## config.mk

```make
export PLATFORM = sky130hd
export DESIGN_NAME = mem_stage
export DESIGN_NICKNAME = d
export VERILOG_FILES = /design/src/rtl/mem_stage_pkg.sv /design/src/rtl/mem_stage_load_align.sv /design/src/rtl/mem_stage.sv
export SDC_FILE = /design/constraint.sdc
export NUM_CORES = 1
export LEC_CHECK = 0
export ABC_AREA = 1
export CORE_ASPECT_RATIO = 1.4
export CORE_MARGIN = 1
export CORE_UTILIZATION = 35
export DETAILED_ROUTE_END_ITERATION = 12
export SLEW_MARGIN = 20
export SYNTH_ARGS = -nofsm -noshare
export SYNTH_HDL_FRONTEND = slang
export SYNTH_HIERARCHICAL = 1
export SYNTH_SLANG_ARGS = --single-unit
```

## constraint.sdc

```tcl
create_clock -name clk -period 3.8 [get_ports clk]
set_input_delay 0.95 -clock clk [delete_from_list [all_inputs] [get_ports clk]]
set_output_delay 0.95 -clock clk [all_outputs]
set_load 0.05 [all_outputs]
```

## src/rtl/mem_stage_pkg.sv

```systemverilog
// mem_stage_pkg: bus widths, bus layouts, load-type and CP0 op encodings for the memory stage
package mem_stage_pkg;
  localparam int ES_TO_MS_BUS_WD = 202;
  localparam int MS_TO_WS_BUS_WD = 163;
  localparam int MS_TO_DS_BUS_WD = 43;
  typedef enum logic [2:0] {
    LD_W  = 3'd0,
    LD_B  = 3'd1,
    LD_BU = 3'd2,
    LD_H  = 3'd3,
    LD_HU = 3'd4,
    LD_WL = 3'd5,
    LD_WR = 3'd6
  } ld_type_e;
  localparam logic [1:0] CP0_NONE = 2'b00;
  localparam logic [1:0] CP0_MFC0 = 2'b01;
  localparam logic [1:0] CP0_MTC0 = 2'b10;
  localparam logic [1:0] CP0_ERET = 2'b11;
  typedef struct packed {
    logic [2:0]  tlb_type;
    logic        at_delay_slot;
    logic [41:0] cp0_msg;
    logic [11:0] exception;
    logic [31:0] badvaddr;
    logic [3:0]  gr_we;
    logic [4:0]  dest;
    logic [31:0] final_result;
    logic [31:0] pc;
  } ms_to_ws_t;
  typedef struct packed {
    logic       mem_req;
    logic       is_load;
    ld_type_e   ld_type;
    logic [1:0] addr_lo;
    logic [31:0] rt_value;
    ms_to_ws_t  ws;
  } es_to_ms_t;
endpackage

```

## src/rtl/mem_stage_load_align.sv

```systemverilog
// load_align: combinational load-data extraction (LB/LBU/LH/LHU/LW/LWL/LWR)
// Ports: ld_type, addr_lo (byte offset), rdata (memory word), rt_value (old rt for LWL/LWR) -> result
module load_align import mem_stage_pkg::*; (
  input  ld_type_e    ld_type,
  input  logic [1:0]  addr_lo,
  input  logic [31:0] rdata,
  input  logic [31:0] rt_value,
  output logic [31:0] result
);
  logic [31:0] sh, lwl, lwr;
  logic [7:0]  b;
  logic [15:0] h;
  assign sh  = rdata >> {addr_lo, 3'b0};
  assign b   = sh[7:0];
  assign h   = addr_lo[1] ? rdata[31:16] : rdata[15:0];
  // LWL keeps the low 3-k bytes of rt, LWR keeps the high k bytes of rt
  assign lwl = (rdata << {~addr_lo, 3'b0}) | (rt_value & (32'h00ff_ffff >> {addr_lo, 3'b0}));
  assign lwr = sh | (rt_value & ~(32'hffff_ffff >> {addr_lo, 3'b0}));
  always_comb
    result = ld_type == LD_B  ? {{24{b[7]}}, b}  :
             ld_type == LD_BU ? {24'd0, b}       :
             ld_type == LD_H  ? {{16{h[15]}}, h} :
             ld_type == LD_HU ? {16'd0, h}       :
             ld_type == LD_WL ? lwl              :
             ld_type == LD_WR ? lwr              : rdata;
endmodule

```

## src/rtl/mem_stage.sv

```systemverilog
// mem_stage: memory-access pipeline stage between EX and WB with data-port response tracking
// Ports: clk/reset (sync, active-high); es_to_ms_valid/bus in, ms_allowin out;
//   ms_to_ws_valid/bus out, ws_allowin in; ms_to_ds_bus forwarding out; ms_to_es_ex out;
//   ws_flush in; data_sram_req/addr_ok/data_ok/rdata observed from the data port.
// Build option: MS_LOAD_FWD_EN lets a returned load result forward to ID before WB.
module mem_stage import mem_stage_pkg::*; #(
  parameter int OUTST_W = 2
) (
  input  logic                       clk,
  input  logic                       reset,
  input  logic                       ws_allowin,
  output logic                       ms_allowin,
  input  logic                       es_to_ms_valid,
  input  logic [ES_TO_MS_BUS_WD-1:0] es_to_ms_bus,
  output logic                       ms_to_ws_valid,
  output logic [MS_TO_WS_BUS_WD-1:0] ms_to_ws_bus,
  output logic [MS_TO_DS_BUS_WD-1:0] ms_to_ds_bus,
  output logic                       ms_to_es_ex,
  input  logic                       ws_flush,
  input  logic                       data_sram_req,
  input  logic                       data_sram_addr_ok,
  input  logic                       data_sram_data_ok,
  input  logic [31:0]                data_sram_rdata
);
  es_to_ms_t          es_q, es_d;
  ms_to_ws_t          ws_out;
  logic               ms_valid_q, ms_valid_d, buf_valid_q, buf_valid_d;
  logic [31:0]        buf_data_q, buf_data_d, rdata, ld_res;
  logic [OUTST_W-1:0] outst_q, outst_d, discard_q, discard_d;
  logic [OUTST_W:0]   outst_sum;
  logic               resp_hit, ms_ready_go, handoff, capture, fwd_blocking;
  // responses are only ours once every response owed to flushed instructions has drained
  assign resp_hit       = data_sram_data_ok && discard_q == '0;
  assign ms_ready_go    = !es_q.mem_req || buf_valid_q || resp_hit;
  assign ms_allowin     = !ms_valid_q || (ms_ready_go && ws_allowin);
  assign ms_to_ws_valid = ms_valid_q && ms_ready_go;
  assign handoff        = ms_to_ws_valid && ws_allowin;
  assign capture        = resp_hit && ms_valid_q && es_q.mem_req && !buf_valid_q && !(ms_ready_go && ws_allowin);
  assign rdata          = buf_valid_q ? buf_data_q : data_sram_rdata;
  // one extra bit so an overflow or underflow shows up in the MSB
  assign outst_sum      = {1'b0, outst_q} + (OUTST_W+1)'(data_sram_req && data_sram_addr_ok)
                          - (OUTST_W+1)'(data_sram_data_ok);
  always_comb begin
    ms_valid_d  = ws_flush ? 1'b0 : ms_allowin ? es_to_ms_valid : ms_valid_q;
    es_d        = (es_to_ms_valid && ms_allowin) ? es_to_ms_t'(es_to_ms_bus) : es_q;
    buf_valid_d = (ws_flush || handoff) ? 1'b0 : capture ? 1'b1 : buf_valid_q;
    buf_data_d  = capture ? data_sram_rdata : buf_data_q;
    outst_d     = outst_sum[OUTST_W-1:0];
    // on flush every transaction still in flight belongs to a squashed instruction
    discard_d   = ws_flush ? outst_d : discard_q - OUTST_W'(data_sram_data_ok && discard_q != '0);
  end
  always_ff @(posedge clk) begin
    if (reset) begin
      ms_valid_q  <= 1'b0;
      buf_valid_q <= 1'b0;
      buf_data_q  <= '0;
      es_q        <= '0;
      outst_q     <= '0;
      discard_q   <= '0;
    end else begin
      ms_valid_q  <= ms_valid_d;
      buf_valid_q <= buf_valid_d;
      buf_data_q  <= buf_data_d;
      es_q        <= es_d;
      outst_q     <= outst_d;
      discard_q   <= discard_d;
    end
  end
  a_outst_range: assert property (@(posedge clk) disable iff (reset) !outst_sum[OUTST_W]);
  a_discard_le:  assert property (@(posedge clk) disable iff (reset) discard_q <= outst_q);
  load_align u_align (
    .ld_type  (es_q.ld_type),
    .addr_lo  (es_q.addr_lo),
    .rdata    (rdata),
    .rt_value (es_q.rt_value),
    .result   (ld_res)
  );
  always_comb begin
    ws_out              = es_q.ws;
    ws_out.final_result = es_q.is_load ? ld_res : es_q.ws.final_result;
    ws_out.gr_we        = es_q.is_load ? 4'hF : es_q.ws.gr_we;
  end
  assign ms_to_ws_bus = ws_out;
`ifdef MS_LOAD_FWD_EN
  assign fwd_blocking = ms_valid_q && es_q.is_load && !ms_ready_go;
`else
  assign fwd_blocking = ms_valid_q && es_q.is_load;
`endif
  assign ms_to_ds_bus = {ms_valid_q && ws_out.gr_we != 4'h0, fwd_blocking, ws_out.gr_we, ws_out.dest, ws_out.final_result};
  assign ms_to_es_ex  = ms_valid_q && (|es_q.ws.exception || es_q.ws.cp0_msg[41:40] == CP0_ERET);
endmodule

```

# Word level (Yosys, flattened, before mapping)
# Index checks and enable logic that the tools add are counted.
# W data, S select, Z words.
classes:
  add_sub_neg: 3
  n_eq_ne: 7
  n_shift: 4
  muxes: 11
  bitwise: 6
  n_reduce_logical: 29
ops:
  columns: ["op", "n"]
  rows:
  - ["$mux W32", 8]
  - ["$and A32 B32 Y32", 2]
  - ["$or A32 B32 Y32", 2]
  - ["$not A32 Y32", 1]
  - ["$shl A32 B5 Y32", 1]
  - ["$shr A24 B5 Y32 const A", 1]
  - ["$shr A32 B5 Y32", 1]
  - ["$shr A32 B5 Y32 const A", 1]
  - ["$mux W16", 1]
  - ["$logic_and A1 B1 Y1", 14]
  - ["$reduce_or A12 Y1", 1]
  - ["$eq A3 B3 Y1 const B", 3]
  - ["$eq A3 B2 Y1 const B", 2]
  - ["$logic_or A1 B1 Y1", 5]
  - ["$logic_not A1 Y1", 4]
  - ["$mux W4", 1]
  - ["$reduce_bool A4 Y1", 1]
  - ["$reduce_or A2 Y1", 2]
  - ["$sub A2 B1 Y2", 2]
  - ["$eq A3 B1 Y1 const B", 1]
  - ["$add A2 B1 Y2", 1]
  - ["$eq A2 B2 Y1 const B", 1]
  - ["$logic_not A2 Y1", 1]
  - ["$mux W2", 1]
  - ["other kinds (2)", 2]
word_totals:
  regBits: 240
  out_inout_bits: 209

# Longest topological paths before layout
# Gate-level depths: netlist of the first run.
depth:
  depth_word: 11
  ltp_mapped: 18

# Hierarchy
# The synthesis of the first run kept the hierarchy.
modules_own_cells:
  columns: ["mod", "n_inst", "cells_per_inst", "area_per_inst_um2", "seq_area_each_um2"]
  rows:
  - ["mem_stage", 1, 1932, 12959.9, 4804.6]
  - ["load_align", 1, 605, 2731.4, 0.0]

# Worst setup path after synthesis of the first run
# OpenSTA, ideal clock, no wires.
synth_path:
  path_type: "input -> output"
  start: "input data_sram_rdata[7]"
  end: "output ms_to_ws_bus[54]"
  arrival_time_ns: 2.686
  slack_ns: 0.164
  path_stages: 14
  cell_sequence: "nand2_1 o21ai_0 inv_1 nand2_1 nand2_1 nand2_1 nand2_1 or2_1 clkbuf_2 buf_6 nand2_1 nand2_1 nand2_1 buf_4"
synth_via:
  elab_chain_cells: 4
synth_rtl:
  columns: ["element", "line", "text"]
  rows:
  - ["start: declaration", "mem_stage.sv:23", "input logic [31:0] data_sram_rdata"]
  - ["$mux W32", "mem_stage.sv:39", "assign rdata = buf_valid_q ? buf_data_q : data_sram_rdata;"]
  - ["via rdata[7]", "mem_stage.sv:28", "logic [31:0] buf_data_q, buf_data_d, rdata, ld_res;"]
  - ["$shr A32 B5 Y32", "mem_stage_load_align.sv:13", "assign sh = rdata >> {addr_lo, 3'b0};"]
  - ["$mux W32", "mem_stage_load_align.sv:20", "result = ld_type == LD_B ? {{24{b[7]}}, b} :"]
  - ["via ld_res[22]", "mem_stage.sv:28", null]
  - ["$mux W32", "mem_stage.sv:80", "ws_out.final_result = es_q.is_load ? ld_res : es_q.ws.final_result;"]
  - ["end: declaration", "mem_stage.sv:16", "output logic [MS_TO_WS_BUS_WD-1:0] ms_to_ws_bus,"]
# The timed path passes the listed nets, and every way through them passes these cells.

# Worst setup path after layout of the first run
layout_path:
  start: "register buf_valid_q"
  end: "output ms_to_ws_bus[49]"
layout_via:
  elab_chain_cells: 10
  elab_cells_between_ends: 13
layout_rtl:
  columns: ["element", "line", "text"]
  rows:
  - ["start: declaration", "mem_stage.sv:27", "logic ms_valid_q, ms_valid_d, buf_valid_q, buf_valid_d;"]
  - ["start signal: assignment", "mem_stage.sv:62", "buf_valid_q <= buf_valid_d;"]
  - ["$mux W32 *", "mem_stage.sv:39", null]
  - ["via rdata[9]", "mem_stage.sv:28", null]
  - ["$shr A32 B5 Y32", "mem_stage_load_align.sv:13", null]
  - ["$or A32 B32 Y32", "mem_stage_load_align.sv:18", "assign lwr = sh | (rt_value & ~(32'hffff_ffff >> {addr_lo, 3'b0}));"]
  - ["$mux W32", "mem_stage_load_align.sv:25", "ld_type == LD_WR ? lwr : rdata;"]
  - ["$mux W32 *", "mem_stage_load_align.sv:24", "ld_type == LD_WL ? lwl :"]
  - ["$mux W32 *", "mem_stage_load_align.sv:23", "ld_type == LD_HU ? {16'd0, h} :"]
  - ["$mux W32 *", "mem_stage_load_align.sv:22", "ld_type == LD_H ? {{16{h[15]}}, h} :"]
  - ["$mux W32 *", "mem_stage_load_align.sv:21", "ld_type == LD_BU ? {24'd0, b} :"]
  - ["$mux W32 *", "mem_stage_load_align.sv:20", null]
  - ["via ld_res[17]", "mem_stage.sv:28", null]
  - ["$mux W32 *", "mem_stage.sv:80", null]
# The timed path passes the listed nets; every way through them passes the cells marked *.

==> results.yml, run 1 <==
synthesis:
  synth_mux_area_share_pct: 0
  syn-cell-area_um2: 15700
  yosysTopAreaCellShare_pct: 30.6
  synth_top_family_by_area: "simple AND/OR/NAND/NOR gates"
  synth_area_per_cell_um2: 6.18
  synthArstFlopShare_pct: 0
  synth_area_leader_cell: "dfxtp_1"
  synth_edf_count: 0
  ys_warn_count: 6
  synthCells: 2537
  synth-main-ff-cell: "dfxtp_1"
  yosys.area_share.simple_pct: 35.6
  synth_nets: 2782
  synth_seq_cells: 240
  synth_compound_area_share_pct: 11.2
  yosysUniqueCellTypes: 41
  synthAdderAreaFrac_pct: 0.239
  synth-xor-area-share_pct: 0.167
  synthTopCellsByArea: "dfxtp_1 31%, nand2_1 16%, nand3_1 9.5%, buf_4 8.3%, nor2_1 8.2%"
  ys_seq_area_share_pct: 30.6
clock_network:
  insertion_delay_ns: 0.55
  path_clk_slew_ns: 0.06
  cts_buffer_depth: 3
  root_buffer: "clkbuf_16"
  cts_tree: "built"
  cts_sinks: 240
  htree_levels: 1
  numCtsBuffers: 27
critical_path:
  reg2reg_depth: 9
  criticalPathCategory: "register to primary output"
  critical_path_required_ns: 2.85
  path_max_fanout: 6
  r2r_setup_slack_ns: 1.70
  end_kind: "primary output"
  r2r-start: "discard_q[1]"
  r2r-end: "ms_to_ws_bus[100]"
  crit_path_start_kind: "register"
  worstPathArrival_ns: 2.75
sta:
  worst_slew_margin_rel_pct: 41.9
  rsz0062_at_grt: "true"
  slew_violations: 0
  hold_viol: 0
  finalSetupViolations: 0
  period_share_pct: 97.4
  worst_pin_slew_ns: 0.871
  postLayoutSetupSlackWorst_ns: 0.0993
  timing.fmax_ghz: 0.270
  period_minus_slack_ns: 3.70
  clock_skew_ns: 0.0218
min_path:
  worstHoldStart: "ms_to_ws_bus[2]"
  whs_endpoint: "ms_to_ws_bus[2]"
  hold_class: "register to register"
  hold_depth: 2
layout:
  drive_above_1_share_pct: 16.5
  final_util_pct: 50.3
  syn_to_final_growth_pct: 41.6
  nFillCells: 4460
  instances_no_fill: 3411
  fin_nets: 3071
pwr:
  ir_drop_mv: 0.363
  leakage_nw: 11.0
  power_density_nw_per_um2: 388
status:
  status: "complete, no violations"
grt:
  grt_pass1_vias: 15832
  track_usage_pct: 24.1
  gr-total-overflow: 0
  grt_pass1_wl_mm: 86.6
  grt_max_degree: 185
  antenna_found_initial: 19
die:
  start_util_pct: 35.5
  die_h_um: 253
  fp.coreArea_um2: 44200
  die-area_um2: 45700
  io_pins: 451
  die_w_um: 181
  rows: 91
routing:
  ant_nets: 0
  drc_errors: 0
  drt_pass1_iterations: 5
  viasPerCell: 4.83
  drt-total-wl_mm: 57.1
  vias: 16471
  drt_iter0_drc: 896
  wire_per_inst_um: 16.7
placement:
  pre_cts_slack_ns: -0.344
  port_buffers: 450
  dp_hpwl_mm: 42.0
  dp_cells: 3328
  place_congestion: 0.923
job:
  maxCapViolCount: 0
flip-flops by register name (all words and copies together), names as in the netlist:
register and flops:
buf_data_q 32, buf_valid_q 1, outst_q 2, ms_to_ws_bus 122
ms_to_ds_bus 5, ms_valid_q 1, es_q 75, discard_q 2
layout make-up:
| type | count | area [µm²] | share of cell area [%] |
|---|---|---|---|
| clock buffers | 41 | 798 | 3.59 |
| flip-flops and latches | 240 | 4810 | 21.7 |
| clock inverters | 8 | 125 | 0.563 |
| multi-input cells | 1656 | 7940 | 35.7 |
| inverters | 300 | 1140 | 5.15 |
| repair buffers | 601 | 6690 | 30.1 |
| well taps | 558 | 698 | 3.14 |
| diodes | 7 | 17.5 | 0.0788 |
layer usage:
metal | GRT usage (%) | vias to the layer above | part of all wire [%]
met5 | 0 | - | 0.26
met4 | 13.6 | 22 | 5.6
met3 | 5.35 | 153 | 6.0
met2 | 45.0 | 460 | 52
met1 | 24.8 | 7545 | 36
li1 | - | 8291 | -
cells by family after synthesis:
logic type                 after synthesis
and+or+nand+nor                       1336
buffers and inverters                  641
AOI/OAI and AO/OA                      314
DFF                                    240
xor gates and xnor gates                 3
adders and majority gates                3
report_power, final:
part / switching, mW / internal [mW]
sequential: 0.127 / 2.69
clock: 1.12 / 1.65
combinational: 1.79 / 1.25
total: 3.04 / 5.59
critical path, stage by stage, from the launching register on:
cell and delay [ns]:
dfxtp_4 0.38, inv_8 0.05, buf_12 0.14, clkbuf_16 0.16
o21ai_4 0.15, buf_6 0.12, nand2_1 0.07, a21oi_2 0.21
o21ai_2 0.09, buf_4 0.14, nand2_1 0.09, o21ai_2 0.07
buf_4 0.13, nand2_1 0.04, nand2_1 0.06, nand2_2 0.13
buf_12 0.15
timing repair:
| action | 4_1_cts | 5_1_grt |
|---|---|---|
| resized for setup | 122 | 127 |
| pin swaps | 34 | 43 |
| setup buffers | 7 | 16 |
| gates cloned | 3 | 1 |
| hold buffers | 0 | 0 |
| endpoints found under the setup margin | 64 | 60 |
cell usage after synthesis (all sizes together), types with 2 or more instances:
master,instances
nand3,310
o21ai,63
inv,300
clkbuf,63
o21bai,7
nor2,352
nand2,660
buf,278
ha,3
o31ai,5
xor2,2
nand3b,6
or2,5
dfxtp,240
a21oi,236
how the worst max path moves through the flow:
stage / startpoint / end / slack [ns] / depth (start not counted)
global placement: data_sram_rdata[31] / ms_to_ds_bus[29] / -0.33 / 14
detailed placement: data_sram_rdata[31] / ms_to_ds_bus[24] / -0.34 / 14
floorplan: data_sram_rdata[7] / ms_to_ws_bus[54] / 0.16 / 14
finish: buf_valid_q / ms_to_ws_bus[49] / 0.1 / 16
global route: data_sram_rdata[5] / ms_to_ws_bus[45] / -0.03 / 14
CTS: data_sram_rdata[17] / ms_to_ws_bus[49] / 0.0003 / 14
layout by cell type, fill, tap and decap left out, drive strengths merged, types with 13 or more instances in the layout:
cell type,netlist,layout
nand2,660,660
clkdlybuf4s50,0,356
nor2,352,352
nand3,310,310
inv,300,301
dfxtp,240,240
a21oi,236,236
buf,278,216
o21ai,63,63
clkbuf,63,42
dlymetal6s2s,0,14
dlygate4sd2,0,13
metrics by stage:
step / area (µm²) / hold slack, ns / power, mW / setup TNS (ns)
after detailed placement: 20300 / 0.469 / 5.81 / -15.04
after global placement: 20300 / 0.461 / 5.79 / -14.90
after CTS: 21700 / 0.484 / 8.67 / 0
final: 22200 / 0.479 / 8.63 / 0
after floorplan: 15700 / 0.452 / 4.71 / 0
after global routing: 22200 / 0.505 / 9.01 / -0.259
No activity file was read; power rests on OpenSTA's default activity.
==> run 2: changes to the inputs <==
Settings changed: GPL_ROUTABILITY_DRIVEN set to 1.
Clock period 3.8 ns to 3.9 ns, I/O delays scaled along.
==> run 2 against run 1 <==
Final area is 2.4% lower; core utilization is 1.2 points lower; hold slack worse by 0.00077 ns; clock power is 3% lower; die area stayed put; combinational power is 4% lower; critical path depth is 2 lower; via count is 1.9% lower; global-route usage is 0.63 points lower; register-to-register slack better by 0.11 ns.
==> results.yml, run 2 (synthesized netlist as in run 1, its figures left out) <==
grt:
  grt_pass1_vias: 15229
  track_usage_pct: 23.5
  grt_max_degree: 128
  grt_pass1_wl_mm: 84.4
  antenna_found_initial: 14
  gr-total-overflow: 0
clock_network:
  cts_tree: "built"
  numCtsBuffers: 26
  path_clk_slew_ns: 0.06
  cts_buffer_depth: 3
  cts_sinks: 240
  htree_levels: 1
  insertion_delay_ns: 0.56
  root_buffer: "clkbuf_16"
  holdBufCountCts: 0
die:
  die_w_um: 181
  rows: 91
  start_util_pct: 35.5
  io_pins: 451
  fp.coreArea_um2: 44200
  die_h_um: 253
  die-area_um2: 45700
job:
  maxCapViolCount: 0
placement:
  place_congestion: 0.942
  dp_hpwl_mm: 41.0
  port_buffers: 450
  dp_cells: 3318
pwr:
  power_density_nw_per_um2: 385
  ir_drop_mv: 0.261
  leakage_nw: 10.8
  total_power_mw: 8.36
routing:
  drc_errors: 0
  wire_per_inst_um: 16.6
  viasPerCell: 4.78
  vias: 16153
  drt-total-wl_mm: 56.1
  drt_pass1_iterations: 5
  drt_iter0_drc: 1017
  ant_nets: 0
sta:
  timing.fmax_ghz: 0.263
  rsz0062_at_grt: "true"
  finalSetupViolations: 0
  slew_violations: 0
  clock_skew_ns: 0.0117
  period_share_pct: 97.5
  worst_slew_margin_rel_pct: 31.0
  worst_pin_slew_ns: 1.03
  period_minus_slack_ns: 3.80
  hold_viol: 0
layout:
  final_common_cell: "nand2_1"
  final_util_pct: 49.1
  mostFrequentLayoutCells: "612 x nand2_1, 358 x clkdlybuf4s50_1, 339 x nor2_1"
  fin_nets: 3041
  syn_to_final_growth_pct: 38.3
  instances_no_fill: 3376
  largest_reg_flops: 122
  drive_above_1_share_pct: 14.4
critical_path:
  criticalPathCategory: "primary input to primary output"
  worstPathArrival_ns: 2.83
  critical_path_required_ns: 2.92
  crit_path_start_kind: "primary input"
  end_kind: "primary output"
  path_max_fanout: 4
min_path:
  hold_class: "register to register"
status:
  status: "complete, no violations"
run 2: worst paths after layout:
check / to / startpoint / depth (start not counted) / slack, ns
max: ms_to_ws_bus[49] / data_sram_rdata[25] / 14 / 0.1
min: ms_to_ws_bus[2] / ms_to_ws_bus[2] / 2 / 0.48
max reg2reg: ms_to_ws_bus[151] / discard_q[1] / 9 / 1.81
min reg2reg: ms_to_ws_bus[2] / ms_to_ws_bus[2] / 2 / 0.48
run 2: routing by layer:
| layer | vias up | part of all wire, % | global-route usage (%) |
|---|---|---|---|
| met1 | 7315 | 36 | 24.6 |
| met2 | 466 | 52 | 43.9 |
| met5 | - | 0.21 | 0 |
| met4 | 18 | 5.3 | 12.8 |
| met3 | 145 | 5.8 | 4.61 |
| li1 | 8209 | - | - |
run 2: where the power goes:
| part | internal, mW | switching (mW) | leakage [nW] |
|---|---|---|---|
| clock | 1.62 | 1.08 | 0.444 |
| combinational | 1.19 | 1.73 | 8.41 |
| sequential | 2.62 | 0.120 | 1.99 |
run 2: what timing repair did:
action | in CTS | in global routing
setup endpoints to repair | 60 | 64
buffers inserted | 4 | 3
resized for setup | 71 | 99
pin swaps | 15 | 31
cloned | 0 | 1
run 2: final cells by class:
class	count	area [µm²]
Tap cell	558	698
Clock inverter	11	166
Multi-Input combinational cell	1656	7750
Clock buffer	34	752
Timing Repair Buffer	572	6370
Sequential cell	240	4810
Fill cell	4549	22500
Inverter	300	1140
Antenna cell	5	12.5
run 2: metrics by stage:
| step | worst slack [ns] | hold WS (ns) | setup TNS (ns) | instance area, µm² |
|---|---|---|---|---|
| 2_1_floorplan | 0.214 | 0.452 | 0 | 15700 |
| 3_3_place_gp | -0.259 | 0.459 | -11.17 | 20300 |
| 3_5_place_dp | -0.277 | 0.467 | -11.49 | 20300 |
| 4_1_cts | 0.0000260 | 0.483 | 0 | 21400 |
| 5_1_grt | -0.0130 | 0.502 | -0.0467 | 21700 |
| 6_report | 0.0991 | 0.478 | 0 | 21700 |
run 2: critical path, stage by stage:
cell and delay [ns]:
clkdlybuf4s50_1 0.48, nand2_1 0.07, o21ai_2 0.08, buf_6 0.15, nand2_1 0.11, nand3_1 0.11
nand2_1 0.07, a21oi_2 0.17, o21ai_2 0.08, buf_4 0.13, nand2_1 0.05, nand2_1 0.06
nand2_2 0.13, buf_12 0.15
